File: src/rtl/mmm_arbiter_if.sv
// Requester and Montgomery-multiplier signal bundle for mmm_arbiter.
// The slave modport is the arbiter's view; the master modport is the
// environment (requesters plus the multiplier datapath).
interface mmm_arbiter_if #(
  parameter int WIDTH = 8
);
  // Requester side
  logic             req0;
  logic             req1;
  logic [WIDTH-1:0] a0;
  logic [WIDTH-1:0] b0;
  logic [WIDTH-1:0] a1;
  logic [WIDTH-1:0] b1;
  logic             gnt0;
  logic             gnt1;
  logic             done0;
  logic             done1;
  logic [WIDTH-1:0] res;
  logic             busy;
  // Multiplier side
  logic             mmm_rst_n;
  logic             mmm_ld_a;
  logic             mmm_ld_r;
  logic [WIDTH-1:0] mmm_a;
  logic [WIDTH-1:0] mmm_b;
  logic [WIDTH-1:0] mmm_p;

  modport slave (
    input  req0, req1, a0, b0, a1, b1, mmm_p,
    output gnt0, gnt1, done0, done1, res, busy,
           mmm_rst_n, mmm_ld_a, mmm_ld_r, mmm_a, mmm_b
  );

  modport master (
    output req0, req1, a0, b0, a1, b1, mmm_p,
    input  gnt0, gnt1, done0, done1, res, busy,
           mmm_rst_n, mmm_ld_a, mmm_ld_r, mmm_a, mmm_b
  );
endinterface

File: src/rtl/mmm_arbiter.sv
// Round-robin arbiter and control sequencer for one shared Montgomery
// multiplier. Two requesters, one operation in flight at a time.
//
// Handshake: a requester raises reqN and holds its operands until gntN; the
// operands are captured in the IDLE cycle that grants it. reqN is only looked
// at in IDLE, so it may drop at any time after the grant. doneN is a one-cycle
// pulse during which res holds the product; the requester must drop reqN in
// that same cycle, otherwise the following IDLE cycle sees a fresh request.
module mmm_arbiter #(
  parameter int WIDTH = 8,
  parameter int LAT   = 10
) (
  input  logic               clk,
  input  logic               rst,
  input  logic               en,
  mmm_arbiter_if.slave       bus,
  output logic [2:0]         o_dbg_state
);

  typedef enum logic [2:0] {
    S_IDLE    = 3'd0,
    S_LOAD    = 3'd1,
    S_RUN     = 3'd2,
    S_CAPTURE = 3'd3,
    S_DONE    = 3'd4
  } state_t;

  // RUN ends in the cycle where the counter reaches LAT-1.
  localparam logic [7:0] CNT_LAST = 8'(LAT - 1);

  state_t           r_state;
  state_t           w_next;
  logic [7:0]       r_cnt;
  logic             r_last;
  logic             r_sel;
  logic [WIDTH-1:0] r_opa;
  logic [WIDTH-1:0] r_opb;
  logic [WIDTH-1:0] r_res;

  logic             w_any_req;
  logic             w_win;

  // Winner: a lone requester wins; on a tie the port not served last wins.
  assign w_any_req = bus.req0 | bus.req1;
  assign w_win     = (bus.req0 & bus.req1) ? ~r_last : bus.req1;

  // State register; en low freezes the sequence.
  always_ff @(posedge clk) begin
    if (rst) begin
      r_state <= S_IDLE;
    end else if (en) begin
      r_state <= w_next;
    end
  end

  // Next-state decode.
  always_comb begin
    w_next = r_state;
    case (r_state)
      S_IDLE:    if (w_any_req) w_next = S_LOAD;
      S_LOAD:    w_next = S_RUN;
      S_RUN:     if (r_cnt == CNT_LAST) w_next = S_CAPTURE;
      S_CAPTURE: w_next = S_DONE;
      S_DONE:    w_next = S_IDLE;
      default:   w_next = S_IDLE;
    endcase
  end

  // Datapath: arbitration memory, operand latch, latency counter, result.
  always_ff @(posedge clk) begin
    if (rst) begin
      r_cnt  <= 8'd0;
      r_last <= 1'b1;
      r_sel  <= 1'b0;
      r_opa  <= '0;
      r_opb  <= '0;
      r_res  <= '0;
    end else if (en) begin
      case (r_state)
        S_IDLE: begin
          if (w_any_req) begin
            r_sel  <= w_win;
            r_last <= w_win;
            r_opa  <= w_win ? bus.a1 : bus.a0;
            r_opb  <= w_win ? bus.b1 : bus.b0;
          end
        end
        S_LOAD:    r_cnt <= 8'd0;
        S_RUN:     r_cnt <= r_cnt + 8'd1;
        S_CAPTURE: r_res <= bus.mmm_p;
        default:   ;
      endcase
    end
  end

  // Moore output decode from the registered state and served port.
  always_comb begin
    bus.gnt0      = 1'b0;
    bus.gnt1      = 1'b0;
    bus.done0     = 1'b0;
    bus.done1     = 1'b0;
    bus.mmm_rst_n = 1'b0;
    bus.mmm_ld_a  = 1'b0;
    bus.mmm_ld_r  = 1'b0;
    case (r_state)
      S_LOAD: begin
        bus.mmm_rst_n = 1'b1;
        bus.mmm_ld_a  = 1'b1;
        bus.gnt0      = ~r_sel;
        bus.gnt1      = r_sel;
      end
      S_RUN: begin
        bus.mmm_rst_n = 1'b1;
        bus.gnt0      = ~r_sel;
        bus.gnt1      = r_sel;
      end
      S_CAPTURE: begin
        bus.mmm_rst_n = 1'b1;
        bus.mmm_ld_r  = 1'b1;
        bus.gnt0      = ~r_sel;
        bus.gnt1      = r_sel;
      end
      S_DONE: begin
        bus.mmm_rst_n = 1'b1;
        bus.gnt0      = ~r_sel;
        bus.gnt1      = r_sel;
        bus.done0     = ~r_sel;
        bus.done1     = r_sel;
      end
      default: ;
    endcase
  end

  assign bus.busy    = (r_state != S_IDLE);
  assign bus.res     = r_res;
  assign bus.mmm_a   = r_opa;
  assign bus.mmm_b   = r_opb;
  assign o_dbg_state = r_state;

endmodule

File: src/flat_wrapper.sv
// flat-port wrapper written by rule: the top's interface ports become plain ports
module mmm_arbiter_flat 
#(
  parameter int WIDTH = 8,
  parameter int LAT   = 10
)
  (clk, rst, en, o_dbg_state, bus_req0, bus_req1, bus_a0, bus_b0, bus_a1, bus_b1, bus_mmm_p, bus_gnt0, bus_gnt1, bus_done0, bus_done1, bus_res, bus_busy, bus_mmm_rst_n, bus_mmm_ld_a, bus_mmm_ld_r, bus_mmm_a, bus_mmm_b);
  mmm_arbiter_if #(.WIDTH(WIDTH)) bus_i ();
  input  logic clk;
  input  logic rst;
  input  logic en;
  output logic [2:0] o_dbg_state;
  input wire logic [$bits(bus_i.req0)-1:0] bus_req0;
  input wire logic [$bits(bus_i.req1)-1:0] bus_req1;
  input wire logic [$bits(bus_i.a0)-1:0] bus_a0;
  input wire logic [$bits(bus_i.b0)-1:0] bus_b0;
  input wire logic [$bits(bus_i.a1)-1:0] bus_a1;
  input wire logic [$bits(bus_i.b1)-1:0] bus_b1;
  input wire logic [$bits(bus_i.mmm_p)-1:0] bus_mmm_p;
  output wire logic [$bits(bus_i.gnt0)-1:0] bus_gnt0;
  output wire logic [$bits(bus_i.gnt1)-1:0] bus_gnt1;
  output wire logic [$bits(bus_i.done0)-1:0] bus_done0;
  output wire logic [$bits(bus_i.done1)-1:0] bus_done1;
  output wire logic [$bits(bus_i.res)-1:0] bus_res;
  output wire logic [$bits(bus_i.busy)-1:0] bus_busy;
  output wire logic [$bits(bus_i.mmm_rst_n)-1:0] bus_mmm_rst_n;
  output wire logic [$bits(bus_i.mmm_ld_a)-1:0] bus_mmm_ld_a;
  output wire logic [$bits(bus_i.mmm_ld_r)-1:0] bus_mmm_ld_r;
  output wire logic [$bits(bus_i.mmm_a)-1:0] bus_mmm_a;
  output wire logic [$bits(bus_i.mmm_b)-1:0] bus_mmm_b;
  assign bus_i.req0 = bus_req0;
  assign bus_i.req1 = bus_req1;
  assign bus_i.a0 = bus_a0;
  assign bus_i.b0 = bus_b0;
  assign bus_i.a1 = bus_a1;
  assign bus_i.b1 = bus_b1;
  assign bus_i.mmm_p = bus_mmm_p;
  assign bus_gnt0 = bus_i.gnt0;
  assign bus_gnt1 = bus_i.gnt1;
  assign bus_done0 = bus_i.done0;
  assign bus_done1 = bus_i.done1;
  assign bus_res = bus_i.res;
  assign bus_busy = bus_i.busy;
  assign bus_mmm_rst_n = bus_i.mmm_rst_n;
  assign bus_mmm_ld_a = bus_i.mmm_ld_a;
  assign bus_mmm_ld_r = bus_i.mmm_ld_r;
  assign bus_mmm_a = bus_i.mmm_a;
  assign bus_mmm_b = bus_i.mmm_b;
  mmm_arbiter #(.WIDTH(WIDTH), .LAT(LAT)) u_core (.clk(clk), .rst(rst), .en(en), .bus(bus_i), .o_dbg_state(o_dbg_state));
endmodule
File: config.mk
export PLATFORM = sky130hd
export DESIGN_NAME = mmm_arbiter_flat
export DESIGN_NICKNAME = d
export VERILOG_FILES = /design/src/rtl/mmm_arbiter_if.sv /design/src/rtl/mmm_arbiter.sv /design/src/flat_wrapper.sv
export SDC_FILE = /design/constraint.sdc
export NUM_CORES = 1
export LEC_CHECK = 0
export BUFFER_PORTS_ARGS = -buffer_cell sky130_fd_sc_hd__buf_4
export CORE_ASPECT_RATIO = 1.2
export CORE_MARGIN = 2
export CORE_UTILIZATION = 49
export DETAILED_ROUTE_END_ITERATION = 7
export PLACE_DENSITY = 0.82
export SYNTH_ARGS = -nofsm -noshare
export SYNTH_HDL_FRONTEND = slang
export SYNTH_SLANG_ARGS = --single-unit
File: constraint.sdc
create_clock -name clk -period 2.55 [get_ports clk]
set_input_delay 0.51 -clock clk [delete_from_list [all_inputs] [get_ports clk]]
set_output_delay 0.51 -clock clk [all_outputs]
set_load 0.05 [all_outputs]
==> Flow_metrics.wiki <==
{| class="wikitable"
! Metric !! Value
|-
| Number of maximum-capacitance constraint violations || 0
|-
| IR drop worst, VDD || 452 uV
|-
| Worst Setup Path Type || reg2out
|-
| CTS tree || yes
|-
| Vertical die dimension || 70.9 microns
|-
| Cell family contributing the most delay on the critical path || simple AND/OR/NAND/NOR gates
|-
| Initial DRT Pass Iterations || 4
|-
| Largest stage delay on the critical path || 0.44 ns
|-
| Clock skew || 0.00217 ns
|-
| Critical Path Sink Type || output port
|-
| Unrepaired setup endpoints after global routing || no
|-
| Avg Inst Size Synth || 8.92 sq um
|-
| Post-route fraction of the period consumed by the critical path || 85.3%
|-
| Final setup violation count || 0
|-
| Remaining routing DRC violations || 0
|-
| Total overflow reported by the global router || 0
|-
| Initial antenna violation count || 0
|-
| Core Area || 0.00360 sq mm
|-
| Count of buffer and inverter cells on the critical path || 1
|-
| Max_slew headroom || 50.6%
|-
| Num ports || 80
|-
| Placer Congestion || 0.766
|-
| Floorplan die width || 59.8 microns
|-
| Number of cells in the design after placement || 310
|-
| Number of distinct standard cells referenced by the synthesized netlist || 41
|-
| GRT Resource Usage Total || 21.3%
|-
| Endpoints failing hold || 0
|-
| Worst path cell trace || nor2_1 -> xnor2_4 -> nor2b_2 -> buf_4
|-
| Global-route wire length before repair || 7.15 mm
|-
| DRC violation total after the first TritonRoute iteration || 73
|-
| Synthesis-stage register bit count || 37
|-
| Average wire per standard cell || 13.4 microns
|-
| TritonCTS buffer count || 5
|-
| Layout cell share with drive strength beyond 1 || 36.0%
|-
| Layout overhead on the synthesized area || 40.1%
|-
| Maximum number of pins on one net before global-route repair || 36
|-
| Total number of clock tree sinks || 37
|-
| Number of H-tree levels || 2
|-
| Post-synthesis cell count || 205
|-
| Period minus WS final || 2.18 ns
|-
| Cts repair resizes || 0
|-
| Total detailed-routing wirelength || 4.25 mm
|-
| Number of buffer cells added on primary ports || 79
|-
| Post-synthesis cell type with the largest combined area || sky130_fd_sc_hd__dfxtp_1
|-
| Sum Neg Setup Slack || 0 ns
|-
| Worst EP arrival || 1.67 ns
|-
| Clock latency at the later pin of the worst-skew pair || 0.28 ns
|-
| Max FO, Critical Path || 17
|-
| Status || finished, final reports clean
|-
| Slew of the pin with the lowest slew margin || 0.740 ns
|-
| Part of the Yosys area used for sequential elements || 40.5%
|-
| Total setup buffers inserted after CTS || 0
|-
| Peak Freq || 460 MHz
|-
| Number of hold buffers added after cts || 0
|-
| Register area || 742 sq um
|-
| Power density of the placed cells || 585 mW/mm^2
|-
| Antenna diode count || 0
|-
| Share of flip-flops with an asynchronous set or reset after synthesis || 0%
|-
| Number of enable-type register cells in the synthesized netlist || 0
|-
| Clock root buffer || sky130_fd_sc_hd__clkbuf_8
|-
| Max Buffers Root-to-Sink || 2
|-
| Kind of start point of the critical path || flip-flop
|-
| Area of the multi-input gates || 0.00104 sq mm
|-
| Leading post-synthesis cells by cell area || sky130_fd_sc_hd__dfxtp_1, sky130_fd_sc_hd__mux2i_1, sky130_fd_sc_hd__a21oi_1, sky130_fd_sc_hd__a211oi_1, sky130_fd_sc_hd__nand2_1
|-
| Number of slew-limit violations in the final report || 0
|-
| Reported leakage power || 0.00106 uW
|-
| Total vias in the final route || 1,751
|-
| Critical path required time || 2.04 ns
|-
| Cell with the largest stage delay on the worst path || sky130_fd_sc_hd__nor2_1
|-
| Cell area after synthesis || 0.00183 sq mm
|-
| Hold crit path type || reg2reg
|-
| Yosys warnings || 0
|-
| Final Non-Filler Cells || 317
|-
| Initial Util || 50.7%
|-
| Total of fill cells in the finished design || 292
|-
| CTS clk-pin slew, worst paths || 0.07 ns
|-
| Remaining antenna violation count || 0
|-
| Overall die area || 0.00424 sq mm
|-
| Most used DFF post-synth || sky130_fd_sc_hd__dfxtp_1
|-
| Placed wire-length estimate || 3.15 mm
|-
| Synthesized Nets || 252
|-
| Average vias per placed instance || 5.52
|-
| Number of nets in the final layout || 325
|-
| Number of global-route vias before repair || 1,661
|-
| Yosys top cell area share || 40.5%
|-
| FP Rows || 24
|}
## registers in the layout, summed over array words and instances (netlist names)
register,flops
u_core.r_sel,1
u_core.r_cnt,8
u_core.bus.res,8
u_core.bus.mmm_a,8
u_core.bus.mmm_b,8
u_core.r_last,1
u_core.o_dbg_state,3
## path summary, 6_finish.rpt
kind	from	to	slack, ns	cells after the start
worst min-delay path	u_core.bus.res[4]	u_core.bus.res[4]	0.46	2
worst min register to register	u_core.bus.res[4]	u_core.bus.res[4]	0.46	2
worst max-delay path	u_core.o_dbg_state[1]	bus_gnt0	0.37	4
worst max register to register	u_core.o_dbg_state[2]	u_core.bus.mmm_a[7]	0.79	4
## Yosys cell counts (all sizes together) (4+ instances only)
cell type	count
dfxtp	37
a21oi	30
nand2	20
mux2i	17
a211oi	16
clkbuf	12
buf	6
nor4b	6
a21boi	5
o21ai	5
and2	4
inv	4
nand2b	4
## worst register-to-register path, stage by stage (launching register included)
cell and delay [ns]:
sky130_fd_sc_hd__dfxtp_1 0.54, sky130_fd_sc_hd__nor4b_4 0.54, sky130_fd_sc_hd__buf_4 0.29, sky130_fd_sc_hd__a21oi_1 0.10
sky130_fd_sc_hd__a211oi_1 0.21
## cell type report
| cell class | count | area share, % |
|---|---|---|
| inverter | 4 | 0.586 |
| clock buffer | 7 | 3.37 |
| tap | 39 | 1.91 |
| timing repair buffer | 84 | 24.6 |
| multi-input combinational | 146 | 40.5 |
| sequential | 37 | 29.0 |
## cell families (layout without fill, tap and decap cells)
logic type	after synthesis	in the layout	share of synthesized area [%]
AO/OA/AOI/OAI	65	65	22.5
XOR/XNOR	2	2	0.958
multiplexers	17	17	9.31
flip-flops	37	37	40.5
buffers and inverters	22	95	5.06
AND/OR/NAND/NOR	60	60	20.3
adder cells (fa/ha/maj)	2	2	1.37
## layout by cell type (no fill, tap or decap), types with 4 or more instances in the layout
| cell | count |
|---|---|
| sky130_fd_sc_hd__a211oi_1 | 16 |
| sky130_fd_sc_hd__a21oi_1 | 30 |
| sky130_fd_sc_hd__buf_4 | 84 |
| sky130_fd_sc_hd__clkbuf_8 | 6 |
| sky130_fd_sc_hd__dfxtp_1 | 36 |
| sky130_fd_sc_hd__inv_1 | 4 |
| sky130_fd_sc_hd__mux2i_1 | 17 |
| sky130_fd_sc_hd__nand2_1 | 20 |
| sky130_fd_sc_hd__nand2b_1 | 4 |
| sky130_fd_sc_hd__nor4b_1 | 5 |
| sky130_fd_sc_hd__o21ai_0 | 5 |
## where the power goes
part / total, uW / internal (uW) / switching (uW)
registers: 642 / 614 / 27.9
logic: 457 / 178 / 279
clock network: 399 / 214 / 185
## through the flow
stage / power [uW] / hold slack [ns] / instance area (sq um) / util [%] / setup WS (ns)
floorplan: 959 / 0.459 / 1860 / - / 0.0404
finish: 1500 / 0.460 / 2560 / 71.1 / 0.374
CTS: 1510 / 0.460 / 2560 / 71.1 / 0.358
detailed placement: 1120 / 0.450 / 2470 / 68.7 / 0.665
global placement: 1110 / 0.445 / 2470 / 68.7 / 0.715
global route: 1560 / 0.481 / 2560 / 71.1 / 0.276
## routing by layer
| metal | vias to the layer above | global-route usage [%] | wire length (microns) |
|---|---|---|---|
| li1 | 895 | - | - |
| met1 | 804 | 25.7 | 1770 |
| met2 | 47 | 35.0 | 2170 |
| met3 | 5 | 7.31 | 263 |
| met4 | 0 | 6.42 | 44 |
| met5 | - | 0 | 0 |
Note: power is estimated with default switching activity, not from simulation.
